### src/rtl/decode_stage_if.sv
`default_nettype none
// ============================================================================
// Module   : decode_stage_if
// Brief    : Fetch-side and execute-side handshake bundle of the decode stage.
// Revision : 1.0
// ============================================================================
interface decode_stage_if #(
    parameter int WORD_SIZE = 32
);
    logic                 in_valid;
    logic                 in_ready;
    logic [31:0]          instruction;
    logic [WORD_SIZE-1:0] in_pc;
    logic                 flush;
    logic                 out_valid;
    logic                 out_ready;
    logic [WORD_SIZE-1:0] out_pc;
    logic [6:0]           opcode;
    logic [4:0]           rd;
    logic [4:0]           rs1;
    logic [4:0]           rs2;
    logic                 rs2_use_imm;
    logic [3:0]           alu_op;
    logic [WORD_SIZE-1:0] immediate;
    logic                 reg_write;
    logic                 mem_read;
    logic                 mem_write;
    logic                 illegal;

    // Environment side: feeds instructions and consumes decoded bundles.
    modport master (
        output in_valid, instruction, in_pc, flush, out_ready,
        input  in_ready, out_valid, out_pc, opcode, rd, rs1, rs2,
               rs2_use_imm, alu_op, immediate, reg_write, mem_read,
               mem_write, illegal
    );

    // Decode stage side.
    modport slave (
        input  in_valid, instruction, in_pc, flush, out_ready,
        output in_ready, out_valid, out_pc, opcode, rd, rs1, rs2,
               rs2_use_imm, alu_op, immediate, reg_write, mem_read,
               mem_write, illegal
    );
endinterface
`default_nettype wire

### src/rtl/decode_stage.sv
`default_nettype none
// ============================================================================
// Module   : decode_stage
// Brief    : Registered RV32 R/I/LUI/LOAD/STORE decoder with valid/ready/flush.
// Revision : 1.0
// ============================================================================
module decode_stage #(
    parameter int WORD_SIZE           = 32,
    parameter int ILLEGAL_WRITES_ZERO = 1
) (
    input  wire            clk,
    input  wire            reset,
    decode_stage_if.slave  bus
);
    localparam logic [6:0] c_OP_R     = 7'b0110011;
    localparam logic [6:0] c_OP_I_ALU = 7'b0010011;
    localparam logic [6:0] c_OP_LUI   = 7'b0110111;
    localparam logic [6:0] c_OP_LOAD  = 7'b0000011;
    localparam logic [6:0] c_OP_STORE = 7'b0100011;

    logic [31:0]          w_instr;
    logic [2:0]           w_funct3;
    logic [6:0]           w_funct7;
    logic [4:0]           w_rd;
    logic [4:0]           w_rs1;
    logic [4:0]           w_rs2;
    logic                 w_use_imm;
    logic [3:0]           w_alu_op;
    logic [WORD_SIZE-1:0] w_imm;
    logic                 w_reg_write;
    logic                 w_mem_read;
    logic                 w_mem_write;
    logic                 w_illegal;
    logic                 w_capture;

    logic                 r_valid;
    logic [WORD_SIZE-1:0] r_pc;
    logic [6:0]           r_opcode;
    logic [4:0]           r_rd;
    logic [4:0]           r_rs1;
    logic [4:0]           r_rs2;
    logic                 r_use_imm;
    logic [3:0]           r_alu_op;
    logic [WORD_SIZE-1:0] r_imm;
    logic                 r_reg_write;
    logic                 r_mem_read;
    logic                 r_mem_write;
    logic                 r_illegal;

    assign w_instr  = bus.instruction;
    assign w_funct3 = w_instr[14:12];
    assign w_funct7 = w_instr[31:25];

    // Replication counts use WORD_SIZE-31 / -11 / -5 so they stay >= 1 at 32 bits.
    always_comb begin
        w_rd        = 5'd0;
        w_rs1       = 5'd0;
        w_rs2       = 5'd0;
        w_use_imm   = 1'b0;
        w_alu_op    = 4'd0;
        w_imm       = '0;
        w_reg_write = 1'b0;
        w_mem_read  = 1'b0;
        w_mem_write = 1'b0;
        w_illegal   = 1'b0;
        case (w_instr[6:0])
            c_OP_R: begin
                w_rd        = w_instr[11:7];
                w_rs1       = w_instr[19:15];
                w_rs2       = w_instr[24:20];
                w_alu_op    = {w_instr[30], w_funct3};
                w_reg_write = 1'b1;
            end
            c_OP_I_ALU: begin
                w_rd        = w_instr[11:7];
                w_rs1       = w_instr[19:15];
                w_use_imm   = 1'b1;
                w_reg_write = 1'b1;
                if (w_funct3 == 3'b001 || w_funct3 == 3'b101) begin
                    w_alu_op = {w_instr[30], w_funct3};
                    w_imm    = {{(WORD_SIZE-5){1'b0}}, w_instr[24:20]};
                    if (w_funct3 == 3'b001 && w_funct7 != 7'b0000000)
                        w_illegal = 1'b1;
                    if (w_funct3 == 3'b101 && w_funct7 != 7'b0000000 && w_funct7 != 7'b0100000)
                        w_illegal = 1'b1;
                end else begin
                    w_alu_op = {1'b0, w_funct3};
                    w_imm    = {{(WORD_SIZE-11){w_instr[31]}}, w_instr[30:20]};
                end
            end
            c_OP_LUI: begin
                w_rd        = w_instr[11:7];
                w_use_imm   = 1'b1;
                w_imm       = {{(WORD_SIZE-31){w_instr[31]}}, w_instr[30:12], 12'b0};
                w_reg_write = 1'b1;
            end
            c_OP_LOAD: begin
                w_rd        = w_instr[11:7];
                w_rs1       = w_instr[19:15];
                w_use_imm   = 1'b1;
                w_imm       = {{(WORD_SIZE-11){w_instr[31]}}, w_instr[30:20]};
                w_mem_read  = 1'b1;
                w_reg_write = 1'b1;
            end
            c_OP_STORE: begin
                w_rs1       = w_instr[19:15];
                w_rs2       = w_instr[24:20];
                w_use_imm   = 1'b1;
                w_imm       = {{(WORD_SIZE-11){w_instr[31]}}, w_instr[30:25], w_instr[11:7]};
                w_mem_write = 1'b1;
            end
            default: begin
                w_illegal = 1'b1;
                w_rd      = w_instr[11:7];
                w_rs1     = w_instr[19:15];
                w_rs2     = w_instr[24:20];
            end
        endcase
        // Illegal instructions never produce side effects downstream.
        if (w_illegal) begin
            w_reg_write = 1'b0;
            w_mem_read  = 1'b0;
            w_mem_write = 1'b0;
            if (ILLEGAL_WRITES_ZERO != 0) begin
                w_rd      = 5'd0;
                w_rs1     = 5'd0;
                w_rs2     = 5'd0;
                w_use_imm = 1'b0;
                w_alu_op  = 4'd0;
                w_imm     = '0;
            end
        end
        if (w_rd == 5'd0)
            w_reg_write = 1'b0;
    end

    assign bus.in_ready = !bus.flush && (!r_valid || bus.out_ready);
    assign w_capture    = bus.in_valid && bus.in_ready;

    always_ff @(posedge clk) begin
        if (reset) begin
            r_valid     <= 1'b0;
            r_pc        <= '0;
            r_opcode    <= 7'd0;
            r_rd        <= 5'd0;
            r_rs1       <= 5'd0;
            r_rs2       <= 5'd0;
            r_use_imm   <= 1'b0;
            r_alu_op    <= 4'd0;
            r_imm       <= '0;
            r_reg_write <= 1'b0;
            r_mem_read  <= 1'b0;
            r_mem_write <= 1'b0;
            r_illegal   <= 1'b0;
        end else if (bus.flush) begin
            r_valid <= 1'b0;
        end else if (w_capture) begin
            r_valid     <= 1'b1;
            r_pc        <= bus.in_pc;
            r_opcode    <= w_instr[6:0];
            r_rd        <= w_rd;
            r_rs1       <= w_rs1;
            r_rs2       <= w_rs2;
            r_use_imm   <= w_use_imm;
            r_alu_op    <= w_alu_op;
            r_imm       <= w_imm;
            r_reg_write <= w_reg_write;
            r_mem_read  <= w_mem_read;
            r_mem_write <= w_mem_write;
            r_illegal   <= w_illegal;
        end else if (r_valid && bus.out_ready) begin
            r_valid <= 1'b0;
        end
    end

    assign bus.out_valid   = r_valid;
    assign bus.out_pc      = r_pc;
    assign bus.opcode      = r_opcode;
    assign bus.rd          = r_rd;
    assign bus.rs1         = r_rs1;
    assign bus.rs2         = r_rs2;
    assign bus.rs2_use_imm = r_use_imm;
    assign bus.alu_op      = r_alu_op;
    assign bus.immediate   = r_imm;
    assign bus.reg_write   = r_reg_write;
    assign bus.mem_read    = r_mem_read;
    assign bus.mem_write   = r_mem_write;
    assign bus.illegal     = r_illegal;
endmodule
`default_nettype wire

### src/flat_wrapper.sv
// flat-port wrapper written by rule: the top's interface ports become plain ports
module decode_stage_flat 
#(
    parameter int WORD_SIZE           = 32,
    parameter int ILLEGAL_WRITES_ZERO = 1
)
  (clk, reset, bus_in_valid, bus_instruction, bus_in_pc, bus_flush, bus_out_ready, bus_in_ready, bus_out_valid, bus_out_pc, bus_opcode, bus_rd, bus_rs1, bus_rs2, bus_rs2_use_imm, bus_alu_op, bus_immediate, bus_reg_write, bus_mem_read, bus_mem_write, bus_illegal);
  decode_stage_if #(.WORD_SIZE(WORD_SIZE)) bus_i ();
  input  wire clk;
  input  wire reset;
  input wire logic [$bits(bus_i.in_valid)-1:0] bus_in_valid;
  input wire logic [$bits(bus_i.instruction)-1:0] bus_instruction;
  input wire logic [$bits(bus_i.in_pc)-1:0] bus_in_pc;
  input wire logic [$bits(bus_i.flush)-1:0] bus_flush;
  input wire logic [$bits(bus_i.out_ready)-1:0] bus_out_ready;
  output wire logic [$bits(bus_i.in_ready)-1:0] bus_in_ready;
  output wire logic [$bits(bus_i.out_valid)-1:0] bus_out_valid;
  output wire logic [$bits(bus_i.out_pc)-1:0] bus_out_pc;
  output wire logic [$bits(bus_i.opcode)-1:0] bus_opcode;
  output wire logic [$bits(bus_i.rd)-1:0] bus_rd;
  output wire logic [$bits(bus_i.rs1)-1:0] bus_rs1;
  output wire logic [$bits(bus_i.rs2)-1:0] bus_rs2;
  output wire logic [$bits(bus_i.rs2_use_imm)-1:0] bus_rs2_use_imm;
  output wire logic [$bits(bus_i.alu_op)-1:0] bus_alu_op;
  output wire logic [$bits(bus_i.immediate)-1:0] bus_immediate;
  output wire logic [$bits(bus_i.reg_write)-1:0] bus_reg_write;
  output wire logic [$bits(bus_i.mem_read)-1:0] bus_mem_read;
  output wire logic [$bits(bus_i.mem_write)-1:0] bus_mem_write;
  output wire logic [$bits(bus_i.illegal)-1:0] bus_illegal;
  assign bus_i.in_valid = bus_in_valid;
  assign bus_i.instruction = bus_instruction;
  assign bus_i.in_pc = bus_in_pc;
  assign bus_i.flush = bus_flush;
  assign bus_i.out_ready = bus_out_ready;
  assign bus_in_ready = bus_i.in_ready;
  assign bus_out_valid = bus_i.out_valid;
  assign bus_out_pc = bus_i.out_pc;
  assign bus_opcode = bus_i.opcode;
  assign bus_rd = bus_i.rd;
  assign bus_rs1 = bus_i.rs1;
  assign bus_rs2 = bus_i.rs2;
  assign bus_rs2_use_imm = bus_i.rs2_use_imm;
  assign bus_alu_op = bus_i.alu_op;
  assign bus_immediate = bus_i.immediate;
  assign bus_reg_write = bus_i.reg_write;
  assign bus_mem_read = bus_i.mem_read;
  assign bus_mem_write = bus_i.mem_write;
  assign bus_illegal = bus_i.illegal;
  decode_stage #(.WORD_SIZE(WORD_SIZE), .ILLEGAL_WRITES_ZERO(ILLEGAL_WRITES_ZERO)) u_core (.clk(clk), .reset(reset), .bus(bus_i));
endmodule
### config.mk
export PLATFORM = sky130hd
export DESIGN_NAME = decode_stage_flat
export DESIGN_NICKNAME = d
export VERILOG_FILES = /design/src/rtl/decode_stage_if.sv /design/src/rtl/decode_stage.sv /design/src/flat_wrapper.sv
export SDC_FILE = /design/constraint.sdc
export NUM_CORES = 1
export LEC_CHECK = 0
export ABC_AREA = 1
export CAP_MARGIN = 10
export CORE_ASPECT_RATIO = 0.5
export CORE_MARGIN = 8
export CORE_UTILIZATION = 38
export CTS_CLUSTER_DIAMETER = 150
export DETAILED_ROUTE_END_ITERATION = 10
export PLACE_DENSITY = 0.76
export RECOVER_POWER = 100
export SLEW_MARGIN = 10
export SYNTH_ARGS = -nofsm -noshare
export SYNTH_HDL_FRONTEND = slang
export SYNTH_SLANG_ARGS = --single-unit
### constraint.sdc
create_clock -name clk -period 1.25 [get_ports clk]
set_input_delay 0.125 -clock clk [delete_from_list [all_inputs] [get_ports clk]]
set_output_delay 0.125 -clock clk [all_outputs]
set_load 0.05 [all_outputs]
==> impl_metrics.csv <==
group,metric,value,unit
finish,fill_cells,638,
die,die_area,13700,um^2
logic_synthesis,ys_top_cells_by_count,"nand2_1 (172), a21oi_1 (96), dfxtp_1 (96)",
clock_tree,cts_buffers,9,
global_route,grt_pass1_vias,4465,
finish,final_layout_size_suffix_gt1_share,32.9,%
global_route,grt_antenna_before_repair,0,
worst_setup_path,crit_required,1510,ps
worst_setup_path,end_kind,"flop",
power_and_ir_drop,pwr-share-seq,43.6,%
die,die_w,158,um
global_route,grtUsageTotal,22.2,%
die,pin_count,166,
die,die_h,86.9,um
sta,rsz0062_at_grt,"true",
sta,slew_viol_final,0,
logic_synthesis,synth_top_area_share,50.3,%
run_status,status,"finished with violations",
sta,skew,6.45,ps
routing,final_antenna_net_count,0,
min_path,worstHoldPathCells,3,
logic_synthesis,synth.most_common_cell,"nand2_1",
place,portBuffers,165,
finish,layout.nets,799,
logic_synthesis,syn-cell-area,3820,um^2
global_route,grt_pass1_wl,23600,um
finish,fin_util,75.6,%
logic_synthesis,ys_ff_latch,96,
sta,slew_headroom,73.8,%
place,placed_cells,848,
routing,via_per_inst,5.30,
clock_tree,cts_max_path_buffers,2,
logic_synthesis,yosys.area.top_type,"dfxtp_1",
routing,drt-initial-drc-count,467,
run_status,violations,"setup timing",
min_path,hold_class,"in -> reg",
run,cap_violations,0,
clock_tree,clkTransAtPathRegs,70,ps
place,routabilityCongestion,0.864,
global_route,grt_max_degree,61,
routing,drt_wl_total,16500,um
logic_synthesis,synthCells,526,
finish,areaGrowthSynthToFinish,97.6,%
sta,tightest_slew,392,ps
routing,num_vias,4637,
clock_tree,cts_tree,"yes",
power_and_ir_drop,power.leakage,2.95,nW
power_and_ir_drop,ir_drop,809,uV
clock_tree,cts_hold_buffers,0,
sta,maxClockFrequency,0.743,GHz
power_and_ir_drop,pwr-share-clk,37.6,%
worst_setup_path,crit_fanout,6,
routing,drcViolationCount,0,
power_and_ir_drop,p_int,5.36,mW
die,rows,26,
finish,final-seq-area,1930,um^2
worst_setup_path,worstPathArrival,1610,ps
logic_synthesis,yosysWarningCount,0,
logic_synthesis,async_flop_share,0,%
worst_setup_path,r2r_setup_slack,-90,ps
logic_synthesis,yosysSeqAreaShare,50.3,%
sta,hold_violations,0,
logic_synthesis,yosys-top-cells-area,"dfxtp_1 (50%), nand2_1 (17%), a21oi_1 (13%)",
sta,setup_viol,20,
die,initial_core_util,38.2,%
sta,period_needed,1350,ps
logic_synthesis,avgSynthCellArea,7.26,um^2
finish,antenna_cells,0,
logic_synthesis,synth_ff_type,"dfxtp_1",
finish,multi_input_area,1870,um^2
routing,avgRoutedWirePerCell,18.9,um
place,dpl.hpwl,11200,um
global_route,overflow,0,
clock_tree,clk_latency,340,ps
finish,final_cells,875,
routing,firstDrtPassIters,5,
logic_synthesis,yosys.cell_types.count,21,
logic_synthesis,syn-num-nets,595,
logic_synthesis,synth-edff-count,0,
power_and_ir_drop,p_comb_share,18.8,%
clock_tree,htreeDepth,3,
power_and_ir_drop,powerDensity,979,nW/um^2
sta,setup_slack,-96.3,ps
clock_tree,cts_root_buf,"clkbuf_16",
worst_setup_path,reg2regPathDepth,7,
power_and_ir_drop,p_switching,2.03,mW
power_and_ir_drop,sw_frac_of_total,27.5,%
worst_setup_path,start_kind,"primary input",
die,core_area,9990,um^2
worst_setup_path,crit_type,"in -> reg",
clock_tree,cts_sinks,96,
sta,period_share,108,%
==> flip-flops by register name, summed over array words and instances (netlist names) <==
signal / flops
u_core.bus.alu_op: 4
u_core.bus.rs2: 5
u_core.bus.illegal: 1
u_core.bus.mem_write: 1
u_core.bus.rd: 5
u_core.bus.immediate: 32
u_core.bus.out_valid: 1
u_core.bus.rs1: 5
u_core.bus.out_pc: 32
u_core.bus.reg_write: 1
u_core.bus.opcode: 7
u_core.bus.rs2_use_imm: 1
u_core.bus.mem_read: 1
==> power by group through the flow <==
stage	Sequential [mW]	Combinational [mW]	Clock (mW)
after global routing	3.23	1.45	2.98
after CTS	3.22	1.33	2.82
after global placement	3.28	1.26	0
after detailed placement	3.29	1.28	0
after floorplan	3.52	0.304	0
final	3.22	1.39	2.78
==> metal layers <==
metal	vias to the layer above	wire [um]	GRT usage, %
met2	333	7320	34.3
met4	0	585	7.29
met1	2124	6290	26.7
met3	67	2350	10.6
li1	2113	-	-
met5	-	0	0
==> cells by family (layout without fill, tap and decap cells) <==
logic type,after synthesis,in the layout,synth area share (%)
and+or+nand+nor,230,230,24.2
buffers and inverters,61,270,6.71
AOI/OAI and AO/OA,139,139,18.7
DFF,96,96,50.3
==> path summary, 6_finish.rpt <==
path	endpoint	startpoint
setup / recovery	u_core.bus.rs2[3]	bus_out_ready
hold / removal	u_core.bus.opcode[0]	bus_instruction[0]
setup reg to reg	u_core.bus.rs2[3]	u_core.bus.out_valid
hold reg to reg	u_core.bus.out_pc[13]	u_core.bus.out_pc[13]
==> worst max-delay path, cell delays in order <==
cell and delay, ps:
clkdlybuf4s50_1 460, inv_1 80, a21oi_4 180, nand2_4 120, clkinv_8 110, nand2_8 80, nor2_4 180, nand2_2 90
a21oi_2 180
==> timing repair <==
| item | CTS | global route |
|---|---|---|
| buffers inserted | 6 | 3 |
| resized for setup | 70 | 56 |
| gates cloned | 1 | 1 |
| endpoints found under the setup margin | 82 | 87 |
| pin swaps | 28 | 24 |
==> area by class of cell <==
cell class	instances	area share, %
multi-input combinational	369	24.8
sequential	96	25.5
inverter	28	1.62
clock buffer	10	3.03
timing repair buffer	226	41.8
tap	140	2.32
clock inverter	6	0.895
==> stage by stage <==
| step | worst slack (ps) | cell area (um^2) | setup TNS [ps] | hold slack (ps) | total power, mW |
|---|---|---|---|---|---|
| after floorplan | -242 | 3910 | -20690 | 194 | 3.82 |
| after global routing | -164 | 7550 | -4140 | 81.3 | 7.65 |
| after detailed placement | -670 | 6900 | -47190 | 492 | 4.57 |
| final | -96.3 | 7550 | -698 | 71.3 | 7.39 |
| after global placement | -580 | 6900 | -39420 | 485 | 4.54 |
| after CTS | -13.3 | 7410 | -43.3 | 174 | 7.37 |
==> cell usage in the layout (no fill, tap or decap), types with 11 or more instances in the layout <==
cell type | synthesis | layout
nand2_2 | 2 | 11
nor2_1 | 25 | 16
dfxtp_1 | 96 | 95
a21oi_1 | 96 | 89
o21ai_0 | 32 | 13
clkdlybuf4s50_1 | 0 | 50
nand2_1 | 172 | 160
buf_12 | 0 | 101
nand3_1 | 22 | 17
inv_1 | 24 | 18
o21ai_1 | 2 | 17
buf_4 | 3 | 49
No activity file was read; power rests on OpenSTA's default activity.
